`config.mk`:
```
export PLATFORM = sky130hd
export DESIGN_NAME = brom_copy_master
export DESIGN_NICKNAME = d
export VERILOG_FILES = /design/src/rtl/brom_copy_master.sv
export SDC_FILE = /design/constraint.sdc
export NUM_CORES = 1
export LEC_CHECK = 0
export ABC_AREA = 1
export CAP_MARGIN = 20
export CORE_MARGIN = 4
export CORE_UTILIZATION = 53
export CTS_BUF_LIST = sky130_fd_sc_hd__clkbuf_2
export CTS_CLUSTER_SIZE = 12
export DETAILED_ROUTE_END_ITERATION = 10
export PLACE_DENSITY_LB_ADDON = 0.25
export SLEW_MARGIN = 10
export SYNTH_ARGS = -nofsm -noshare
export SYNTH_HDL_FRONTEND = slang
export SYNTH_SLANG_ARGS = --single-unit
export TNS_END_PERCENT = 30
```
`constraint.sdc`:
```
create_clock -name clk -period 2.7 [get_ports clk]
set_clock_uncertainty 0.1 [all_clocks]
set_input_delay 0.27 -clock clk [delete_from_list [all_inputs] [get_ports clk]]
set_output_delay 0.27 -clock clk [all_outputs]
set_load 0.01 [all_outputs]
```
`src/rtl/brom_copy_master.sv`:
```
`default_nettype none
// ============================================================================
// Module      : brom_copy_master
// Description : Bus initiator that shadow-copies a block of words from the
//               boot ROM to RAM, with optional read-back verification.
// Revision    : 1.0 - initial release
// ============================================================================
module brom_copy_master #(
    parameter logic [31:0] SRC_ADDR   = 32'h2000_0000,
    parameter logic [31:0] DST_ADDR   = 32'h0000_0000,
    parameter int          COPY_WORDS = 1024,
    parameter int          TIMEOUT    = 255,
    parameter bit          VERIFY     = 1'b1
) (
    input  logic        clk,
    input  logic        reset,
    input  logic        start,
    output logic        busy,
    output logic        done,
    output logic        error,
    output logic [1:0]  err_code,
    output logic [15:0] words_done,
    output logic        mem_valid,
    output logic        mem_instr,
    input  logic        mem_ready,
    output logic [31:0] mem_addr,
    output logic [31:0] mem_wdata,
    output logic [3:0]  mem_wstrb,
    input  logic [31:0] mem_rdata
);

    localparam logic [15:0] c_COPY_WORDS   = 16'(COPY_WORDS);
    localparam logic [15:0] c_TIMEOUT_LAST = 16'(TIMEOUT - 1);
    localparam bit          c_MISALIGNED   = (SRC_ADDR[1:0] != 2'b00) || (DST_ADDR[1:0] != 2'b00);

    localparam logic [1:0] c_ERR_NONE     = 2'b00;
    localparam logic [1:0] c_ERR_TIMEOUT  = 2'b01;
    localparam logic [1:0] c_ERR_VERIFY   = 2'b10;
    localparam logic [1:0] c_ERR_ALIGN    = 2'b11;

    typedef enum logic [2:0] {
        S_IDLE   = 3'd0,
        S_RD_SRC = 3'd1,
        S_WR_DST = 3'd2,
        S_RD_VER = 3'd3,
        S_GAP    = 3'd4,
        S_FIN    = 3'd5,
        S_ERR    = 3'd6
    } state_t;

    state_t      r_state;
    state_t      r_after_gap;
    logic [31:0] r_data;
    logic [15:0] r_words;
    logic [15:0] r_wait;
    logic [1:0]  r_err_code;

    state_t      w_next;
    state_t      w_after_gap;
    logic [1:0]  w_err_code;
    logic        w_in_txn;
    logic        w_hs;
    logic        w_timeout;
    logic        w_last;
    logic        w_start_ok;
    logic        w_word_done;
    logic [31:0] w_offset;

    assign w_in_txn  = (r_state == S_RD_SRC) || (r_state == S_WR_DST) || (r_state == S_RD_VER);
    assign w_hs      = w_in_txn && mem_ready;
    // The wait that would bring the count to TIMEOUT aborts; a ready in that cycle completes instead.
    assign w_timeout = w_in_txn && !mem_ready && (r_wait == c_TIMEOUT_LAST);
    assign w_last    = (r_words + 16'd1) == c_COPY_WORDS;
    assign w_offset  = {14'd0, r_words, 2'b00};

    always_comb begin
        w_next      = r_state;
        w_after_gap = r_after_gap;
        w_err_code  = r_err_code;
        w_start_ok  = 1'b0;
        w_word_done = 1'b0;
        case (r_state)
            S_IDLE, S_FIN, S_ERR: begin
                if (start) begin
                    w_start_ok = 1'b1;
                    w_err_code = c_ERR_NONE;
                    if (c_MISALIGNED) begin
                        w_next     = S_ERR;
                        w_err_code = c_ERR_ALIGN;
                    end else if (c_COPY_WORDS == 16'd0) begin
                        w_next = S_FIN;
                    end else begin
                        w_next = S_RD_SRC;
                    end
                end
            end
            S_RD_SRC: begin
                if (w_hs) begin
                    w_next      = S_GAP;
                    w_after_gap = S_WR_DST;
                end else if (w_timeout) begin
                    w_next     = S_ERR;
                    w_err_code = c_ERR_TIMEOUT;
                end
            end
            S_WR_DST: begin
                if (w_hs) begin
                    if (VERIFY) begin
                        w_next      = S_GAP;
                        w_after_gap = S_RD_VER;
                    end else begin
                        w_word_done = 1'b1;
                        w_next      = w_last ? S_FIN : S_GAP;
                        w_after_gap = S_RD_SRC;
                    end
                end else if (w_timeout) begin
                    w_next     = S_ERR;
                    w_err_code = c_ERR_TIMEOUT;
                end
            end
            S_RD_VER: begin
                if (w_hs) begin
                    if (mem_rdata != r_data) begin
                        w_next     = S_ERR;
                        w_err_code = c_ERR_VERIFY;
                    end else begin
                        w_word_done = 1'b1;
                        w_next      = w_last ? S_FIN : S_GAP;
                        w_after_gap = S_RD_SRC;
                    end
                end else if (w_timeout) begin
                    w_next     = S_ERR;
                    w_err_code = c_ERR_TIMEOUT;
                end
            end
            S_GAP: begin
                w_next = r_after_gap;
            end
            default: begin
                w_next = S_IDLE;
            end
        endcase
    end

    always_ff @(posedge clk) begin
        if (reset) begin
            r_state     <= S_IDLE;
            r_after_gap <= S_RD_SRC;
            r_data      <= 32'd0;
            r_words     <= 16'd0;
            r_wait      <= 16'd0;
            r_err_code  <= c_ERR_NONE;
        end else begin
            r_state     <= w_next;
            r_after_gap <= w_after_gap;
            r_err_code  <= w_err_code;
            if (w_start_ok) begin
                r_words <= 16'd0;
            end else if (w_word_done) begin
                r_words <= r_words + 16'd1;
            end
            if ((r_state == S_RD_SRC) && mem_ready) begin
                r_data <= mem_rdata;
            end
            if (!w_in_txn) begin
                r_wait <= 16'd0;
            end else if (!mem_ready) begin
                r_wait <= r_wait + 16'd1;
            end
        end
    end

    always_comb begin
        mem_addr  = 32'd0;
        mem_wdata = 32'd0;
        mem_wstrb = 4'b0000;
        case (r_state)
            S_RD_SRC: mem_addr = SRC_ADDR + w_offset;
            S_WR_DST: begin
                mem_addr  = DST_ADDR + w_offset;
                mem_wdata = r_data;
                mem_wstrb = 4'b1111;
            end
            S_RD_VER: mem_addr = DST_ADDR + w_offset;
            default:  mem_addr = 32'd0;
        endcase
    end

    assign mem_valid  = w_in_txn;
    assign mem_instr  = 1'b0;
    assign busy       = w_in_txn || (r_state == S_GAP);
    assign done       = (r_state == S_FIN);
    assign error      = (r_state == S_ERR);
    assign err_code   = r_err_code;
    assign words_done = r_words;

endmodule
`default_nettype wire

```
# Yosys cells after proc, flatten, opt, wreduce, memory -nomap -nowiden
# Index checks and enable logic that the tools add are counted.
[op_classes]
mux = 26
bitwise_logic = 1
add_sub_neg = 3
n_reduce_logical = 18
n_eq_ne = 16
[ops]
columns = ["cell", "n"]
rows = [
  ["31-bit case mux with 2 select lines", 1],
  ["16-bit by 1-bit adder with 16-bit output (second input constant)", 2],
  ["32-bit 2-to-1 mux", 1],
  ["32-bit inequality test", 1],
  ["30-bit by 18-bit adder with 31-bit output (first input constant)", 1],
  ["3-bit 2-to-1 mux", 8],
  ["16-bit by 11-bit equality test with 1-bit output (second input constant)", 1],
  ["16-bit by 8-bit equality test with 1-bit output (second input constant)", 1],
  ["2-bit 2-to-1 mux", 6],
  ["2-bit inequality test (second input constant)", 6],
  ["3-bit case mux with 4 select lines", 1],
  ["3-bit equality test (second input constant)", 3],
  ["3-bit case mux with 3 select lines", 1],
  ["2-bit OR reduction", 4],
  ["3-bit by 2-bit equality test with 1-bit output (second input constant)", 2],
  ["1-bit 2-to-1 mux", 6],
  ["2-bit case mux with 3 select lines", 1],
  ["3-bit nonzero test", 2],
  ["5-bit AND reduction", 1],
  ["1-bit logical AND", 4],
  ["4-bit 2-to-1 mux", 1],
  ["4-bit AND reduction", 1],
  ["3-bit by 1-bit equality test with 1-bit output (second input constant)", 1],
  ["3-bit logical NOT", 1],
  ["other kinds (5)", 7],
]
[totals]
elab_cells = 70
output_inout_bits = 91
reg_bits = 72
input_bits = 36

# Longest topological paths before layout
# Gate-level depths: netlist of run 1.
[logic_depth]
depth_word = 8
ltp_mapped = 16
ltp_nobuf = 16

# Least setup slack after synthesis of run 1
# No wires, ideal clock.
[synth_path]
path_kind = "register -> output"
from = "register r_state[1]"
to = "output mem_wdata[10]"
n_path_buf = 1
required_ns = 2.330
t_arrival_ns = 1.556
stages_incl_launch_ff = 8
setup_slack_ns = 0.774
cell_sequence = "dfxtp_1 inv_2 nor2_2 inv_2 nor2_1 inv_1 clkbuf_1 nor2_1"
[synth_via]
elab_chain_cells = 2
[synth_rtl]
columns = ["element", "line", "rtl"]
rows = [
  ["start: declaration", "51", "state_t r_state;"],
  ["start signal: assignment", "154", "r_state <= w_next;"],
  ["3-bit by 2-bit equality test with 1-bit output", "177", "case (r_state)"],
  ["32-bit 2-to-1 mux", "177", ""],
  ["end: declaration", "27", "output logic [31:0] mem_wdata,"],
]
# No other way between the ends.

# Final worst setup path of run 1
[layout_path]
from = "register r_state[1]"
to = "output mem_wdata[12]"
# The elaborated chain is that of the path after synthesis.

==> metrics.txt, run 1 <==
status=complete, no violations; Core Area=7850 sq um; TritonCTS Buffers=9; GPL Wtd Cong=0.892; initial antenna violation count=0; Synth Flop Type=dfxtp_1; combinational share of power=40.5%; worst min path class=in2reg; Via Count=4200; cell count after synthesis=625; Peak VDD IR=around 0.3 mV; Final HPWL DP=8000 microns; share of flip-flops with an asynchronous set or reset=0%; Worst Path Buf+Inv=5; worst slew margin relative to its limit=between 50 and 60%; Cell Int Power=~1.9 mW; mux cell area share after synthesis=0%; Initial Utilization=55.2%; PD cells=roughly 580 nW/um^2; Skew-Pair Late Insertion Delay=0.51 ns; nets=770; sw power=1.27 mW; Yosys reg bits=71; placed cell count=between 800 and 900; clock power share=roughly 18%; commonest non-fill, non-tap cells in the layout=105 x nor2_1, 105 x nand2_1, 103 x clkdlybuf4s50_1, 81 x inv_1, 69 x dfxtp_1; Stages on worst setup path=8; pin count of the biggest net entering global routing=55; DRC=0; period utilization=between 90% and 100%; Synth Area in XOR/XNOR=7.49%; Congestion Overflow GR=0; max-cap violation count=0; compound-cell area share of the yosys netlist=16.6%; Setup violations, final=0; Port Buffer Count=110; hold buffers post-CTS=0; DR iter-0 viols=203; All-Layer GR Usage=21.9%; Pleak=2.16 nW; Max Clock Freq=390 MHz; drt total wl=10700 microns; sw frac=39.7%; Avg Cell Area, Syn=6.93 sq um; Via density=around 5; Total Power=3.20 mW; Synth Cell Area=4330 sq um; Final Slew Violations=0; total die area=9680 sq um; kind of critical path=reg2out; delay-heaviest family, CP=buffers and inverters; Post-Synth Simple-Gate Area=roughly 28%; vias in the first global route=4001; die height=98.4 microns; Hold Crit Start=mem_rdata[0]; Crit. Startpoint=r_state[1]; CTS max path bufs=2; area share of fa/ha/maj cells after synthesis=1.16%; critical path's largest stage delay=~0.56 ns; Inserted Diodes=0; Tmin final=2.56 ns; CTS tree=done; crit path max-delay cell type=clkdlybuf4s50_1; Yosys top cell area share=around 33%; # IOs=approximately 130; first-pass GRT wire length=17800 microns; Critical Path, Cell by Cell=inv_2 > nor2_2 > inv_2 > nor2_2 > inv_1 > buf_6 > nor2_1 > clkdlybuf4s50_1; Worst setup SP type=flop; Die W=~100 microns; layout cells sized above 1=10.3%; CTS sink count=a little over 70; hold depth=3; reg2reg start=words_done[0]; CP max FO=32; Worst Max-Slew Pin Slew=0.740 ns; routed length per instance=12.7 microns; Final ANT Viol Nets=0; Non-Filler Instances=837; Worst-path clk slew=0.19 ns; Seq/Total Area, Yosys=32.8%; Pre-antenna DRT Iters=4; root buf cell=clkbuf_2; largest family of logic cells by synthesized area=simple AND/OR/NAND/NOR gates; H-tree depth=3; P&R area growth vs syn=28.3%; Placement Rows=32; Critical Path RT=2.33 ns; ranking of synthesized cells by area=dfxtp_1 33%, nor2_1 9.2%, nand2_1 9.1%; largest area contributor in the netlist=dfxtp_1; number of synthesized flops with an enable pin=0; Crit. End Element=primary output; reg2reg path depth=15; critical path arrival=2.19 ns; Distinct cells, synth=43; Final Hold Fails=0; Reg power frac=41.5%; Synth Warn #=0
kinds of logic after synthesis:
family | Yosys count
other | 1
DFF | 71
xor gates and xnor gates | 37
adders and majority gates | 4
and+or+nand+nor | 268
buffers and inverters | 130
AOI/OAI and AO/OA | 114
registers in the layout, indices dropped and copies added (netlist names):
name and cells:
err_code 2, r_state 3, words_done 16, r_data 32
r_wait 16, r_after_gap 2
worst register-to-register path: cells and delay by family (launching register included):
kind | cells | cell delay (ns)
simple gates | 11 | 0.88
flops | 1 | 0.49
fa+ha+maj | 1 | 0.25
compound gates | 2 | 0.23
buf+inv | 1 | 0.09
metal layers:
layer	global-route usage [%]	wire (microns)	vias to the layer above
met5	0	0	-
met4	7.56	214	0
met3	3.93	584	24
met2	38.8	5390	117
met1	26.4	4470	1903
li1	-	-	2156
synthesized netlist by cell type (2+ instances only):
| master | number |
|---|---|
| nand3_1 | 13 |
| dfxtp_1 | 71 |
| o21ai_1 | 2 |
| nor2_2 | 8 |
| inv_2 | 7 |
| inv_1 | 81 |
| clkbuf_1 | 11 |
| buf_2 | 5 |
| buf_6 | 4 |
| nand3b_1 | 2 |
| o211ai_1 | 2 |
| o21a_1 | 2 |
| nand2_1 | 105 |
| xor2_1 | 8 |
| a211oi_1 | 3 |
| nand4_1 | 9 |
| nor3_2 | 4 |
| nor2_1 | 106 |
| nand2_2 | 4 |
| a21oi_1 | 47 |
| nor2_4 | 4 |
| a211oi_2 | 13 |
| ha_1 | 4 |
| buf_4 | 20 |
| nand2_4 | 2 |
| xnor2_1 | 29 |
| a31oi_1 | 3 |
| o21ai_0 | 36 |
| nor3_1 | 6 |
through the flow:
stage / utilization [%] / setup TNS (ns) / hold WS (ns) / cell area, sq um / setup slack [ns]
after floorplan: - / 0 / 0.232 / 4390 / 0.774
after global placement: 68.8 / 0 / 0.365 / 5400 / 0.392
after detailed placement: 68.8 / 0 / 0.375 / 5400 / 0.344
after CTS: 70.3 / 0 / 0.203 / 5520 / 0.0182
after global routing: 70.8 / -0.0635 / 0.232 / 5550 / -0.0174
final: 70.8 / 0 / 0.232 / 5550 / 0.136
power groups by stage:
stage          combinational (mW)  clock (mW)  sequential (mW)
6_report                     1.29       0.576             1.33
5_1_grt                      1.44       0.635             1.34
4_1_cts                      1.28       0.595             1.33
3_5_place_dp                 1.26           0             1.35
3_3_place_gp                 1.22           0             1.34
2_1_floorplan               0.965           0             1.32
repair_timing:
action / CTS / global route
endpoints found under the setup margin: 32 / 32
buffers inserted: 1 / 2
gates resized for setup: 4 / 9
path summary, 6_finish.rpt:
check | to | slack, ns
worst max-delay path | mem_wdata[12] | 0.14
worst min-delay path | r_data[0] | 0.23
worst max register to register | r_state[0] | 0.58
worst min register to register | r_data[9] | 0.40
final cells by class:
cell class                      instances  area, sq um
Clock buffer                           10         50.0
Clock inverter                          6         51.3
Fill cell                             676         2290
Inverter                               90          345
Multi-Input combinational cell        439         2360
Sequential cell                        71         1430
Tap cell                              102          128
Timing Repair Buffer                  119         1190
Power figures use the tool's default switching activity.
==> run 2, diff against run 1 <==
HOLD_SLACK_MARGIN = 0.05   (was not set)
==> results of run 2 <==
Same layout as run 1: the final DEF is identical, and so are final timing and power.
==> edit 1 (config.mk and constraints of run 1) <==
Reset style: asynchronous (`reset`), changed in one clocked block.
--- a/src/rtl/brom_copy_master.sv
+++ b/src/rtl/brom_copy_master.sv
@@ -144,3 +144,3 @@
 
-    always_ff @(posedge clk) begin
+    always_ff @(posedge clk or posedge reset) begin
         if (reset) begin
Function: differs if reset is asserted again (counterexample within 4 cycles, from zero or initial values and one cycle with reset high); with reset held inactive, the same outputs for 4 cycles.
==> edit 1 against run 1 <==
- count of clock-buffer cells in the layout decreased by 1
- sequential share of layout area rose by 5.0 points
- total power up 30%
- critical path depth down 4
- worst setup slack improved by 59 ps
- synthesized area rose by 3.4%
- cell area rose by 4.4%
- routed wire length rose by 0.76%
- utilization is 0.21 points lower
- sequential cell count is the same
- largest cell class unchanged
- worst hold slack worse by 220 ps
- largest power group is now combinational cells
- combinational power up 45%
- clock power rose by 19%
==> edit 1: results <==
status:
  status: "completed"
power:
  p_leak_uw: 0.00271
  pwr-share-seq_pct: 38.5
  swShare_pct: 40.9
  p_total_uw: 4150
  power_frac_comb_pct: 45.0
  ir_worst_vdd_uv: 480
detailed_routing:
  wl_mm: 10.7
  vias_per_cell: 4.96
  drt_first_iter_violations: 169
critical_path:
  worstRegToRegCells: 6
  cp_max_fo: 16
  reg2reg_setup_slack_ps: 580
  reg2reg_to: "err_code[1]$_DFFE_PP0P_"
  r2r_start: "r_state[1]$_DFFE_PP0P_"
  critPathCapture: "mem_addr[3]"
  startpoint: "r_state[1]$_DFFE_PP0P_"
  crit_arrival_ps: 2140
global_route:
  grtUsageMet1_pct: 27.4
  globalRouteTotalUtil_pct: 22.2
  grt_pass1_wl_mm: 18.0
  grt_start_max_net_pins: 45
  grt_antenna_before_repair: 0
  grt_use_met2_pct: 37.4
  grtUsageMet3_pct: 5.84
  grt_pass1_vias: 4105
logic_synthesis:
  ys_seq_area_share_pct: 39.7
  ys_types: 38
  synth_commonest_cells: "156 x nand2_1, 92 x inv_1, 87 x nor2_1"
  synth_fa_ha_area_share_pct: 1.12
  async_flop_share_pct: 100
  yosysMostFrequentCell: "nand2_1"
  synth-compound-area-share_pct: 10.5
  synth.area.top_cells: "dfrtp_1 39%, nand2_1 13%, inv_1 7.7%"
  synth-xor-area-share_pct: 4.70
timing:
  setup_viol: 0
  tightestPinTransition_ps: 570
cts:
  insertion_delay_ps: 510
  cts_resized: 3
  clk_pin_slew_ps: 240
placed_design:
  detailed_place_hpwl_mm: 8.25
  gp_congestion: 0.910
final_layout:
  nNetsFinal: 791
  drive_gt1_share_pct: 7.41
  n_fill_cell: 685
min_path:
  hold_class: "primary input to asynchronous set/reset pin"
edit 1: worst min path at each step:
stage	cells after the start	startpoint	to	slack (ps)
2_1_floorplan	1	mem_ready	r_wait[1]$_DFFE_PP0N_	270
3_3_place_gp	1	r_wait[5]$_DFFE_PP0N_	r_wait[5]$_DFFE_PP0N_	350
3_5_place_dp	1	r_wait[5]$_DFFE_PP0N_	r_wait[5]$_DFFE_PP0N_	360
4_1_cts	3	reset	r_data[18]$_DFFE_PP0P_	6
5_1_grt	3	reset	r_data[18]$_DFFE_PP0P_	10
6_report	3	reset	words_done[9]$_DFFE_PP0P_	20
edit 1: layout make-up:
cell class,instances,area share [%]
multi-input cells,447,37.1
flip-flops and latches,71,30.7
repair buffers,120,21.0
inverters,102,6.60
well taps,105,2.27
clock inverters,7,1.51
clock buffers,9,0.777
edit 1: per-layer routing:
layer  routed length (um)  part of all wire, %
met1                 4540                   42
met2                 5220                   49
met3                  827                  7.7
met4                  158                  1.5
met5                    0                    0
edit 1: critical path: stages, from the launching register on:
cell and delay, ps:
dfrtp_2 480, o21ai_4 430, buf_6 230, nor2_1 60, clkdlybuf4s50_1 470
edit 1: metrics by stage:
stage	setup WS (ps)	cells	cell area (um^2)	util, %
after detailed placement	452	843	5610	68.3
after global placement	513	843	5610	68.3
after floorplan	535	656	4530	-
after CTS	28.2	860	5760	70.1
final	195	861	5800	70.5
after global routing	35.6	861	5800	70.5
edit 1: cell families (layout without fill, tap and decap cells):
logic type | Yosys count | in the layout
buffers and inverters | 138 | 238
xor gates and xnor gates | 24 | 24
and+or+nand+nor | 316 | 316
AOI/OAI and AO/OA | 87 | 87
DFF | 71 | 71
adders and majority gates | 4 | 4
other | 1 | 16
==> edit 2 (flow settings as in run 1) <==
Made on the original files. `VERIFY`: 1'b1 -> 1'b0.
--- a/src/rtl/brom_copy_master.sv
+++ b/src/rtl/brom_copy_master.sv
@@ -12,3 +12,3 @@
     parameter int          TIMEOUT    = 255,
-    parameter bit          VERIFY     = 1'b1
+    parameter bit          VERIFY     = 1'b0
 ) (
Check against the original RTL: not equivalent (Yosys sat finds a counterexample within 10 cycles, from zero or initial values and one cycle with reset high).
==> edit 2 against run 1 <==
- critical path depth fell by 2
- sequential cell count did not move
- register-to-register slack improved by 30 ps
- non-clock buffer count fell by 3
- cell area fell by 3.0%
- routed wire length fell by 4.3%
- largest cell class unchanged
- synthesized area fell by 3.8%
- worst setup slack improved by 17 ps
- synthesized cell count did not move
Power is not compared: it rests on default switching activity, and its combinational part moved more than twofold at a synthesized area within 25%.
==> edit 2: results <==
global_route:
  globalRouteTotalUtil_pct: 21.4
  grt_start_max_net_pins: 58
  grt_pass1_wl_mm: 17.1
  grt_pass1_vias: 3851
final_layout:
  final_cell_count_no_fill: 835
  drive_gt1_share_pct: 6.82
  num-multi-input-gates: 441
  final_core_util_pct: 70.1
  sh_seq_area_pct: 26.5
  nNetsFinal: 768
  clk_share_pct: 2.07
  nNonClkBuffers: 116
  n_fill_cell: 685
  buffer_area_share_pct: 22.1
  inv_count: 89
  seq_cells: 71
  largest_reg_flops: 32
  multi_input_area_share_pct: 40.7
critical_path:
  cp_max_fo: 34
  critPathCapture: "mem_wdata[0]"
  r2r_start: "r_state[2]$_SDFFE_PP0P_"
  reg2reg_to: "r_data[2]$_SDFFE_PP0P_"
  reg2reg_setup_slack_ps: 610
  cpPeakStageDelay_ps: 540
timing:
  period_needed_ps: 2550
  holdWs_ps: 264
  slew_headroom_pct: 47.2
placed_design:
  placed_area_um2: 5210
  pre_cts_ws_ps: 442
  detailed_place_hpwl_mm: 7.67
  gp_congestion: 0.882
power:
  power_frac_comb_pct: 21.3
min_path:
  min-delay-start: "mem_rdata[29]"
  holdPathEnd: "r_data[29]$_SDFFE_PP0P_"
detailed_routing:
  route.vias.total: 4145
  wl_mm: 10.2
  drt_first_iter_violations: 221
cts:
  insertion_delay_ps: 490
logic_synthesis:
  avgSynthCellArea_um2: 6.67
  ys_types: 37
  ys_seq_area_share_pct: 34.1
status:
  status: "completed"
edit 2: power groups by stage:
stage,Sequential (uW),Combinational [uW],Clock [uW]
2_1_floorplan,1170,352,0
3_3_place_gp,1180,462,0
3_5_place_dp,1180,472,0
4_1_cts,1160,474,620
5_1_grt,1170,534,653
6_report,1160,476,600
edit 2: repair_timing:
item	in CTS	in global routing
setup endpoints to repair	32	49
setup buffers	1	0
pin swaps	1	0
resized for setup	1	22
edit 2: kinds of logic (layout without fill, tap and decap cells):
logic type | after synthesis | count (layout) | synth area share, %
AOI/OAI and AO/OA | 124 | 124 | 15.4
DFF | 71 | 71 | 34.1
adders and majority gates | 4 | 4 | 1.20
other | 1 | 16 | 0.0900
and+or+nand+nor | 262 | 262 | 27.1
buffers and inverters | 128 | 221 | 14.7
xor gates and xnor gates | 35 | 35 | 7.36
edit 2: per-layer routing:
layer	track usage [%]	part of all wire, %	vias up
li1	-	-	2146
met3	6.49	7.9	7
met1	26.2	43	1854
met2	36.7	48	138
met4	4.75	0.85	0
met5	0	0	-
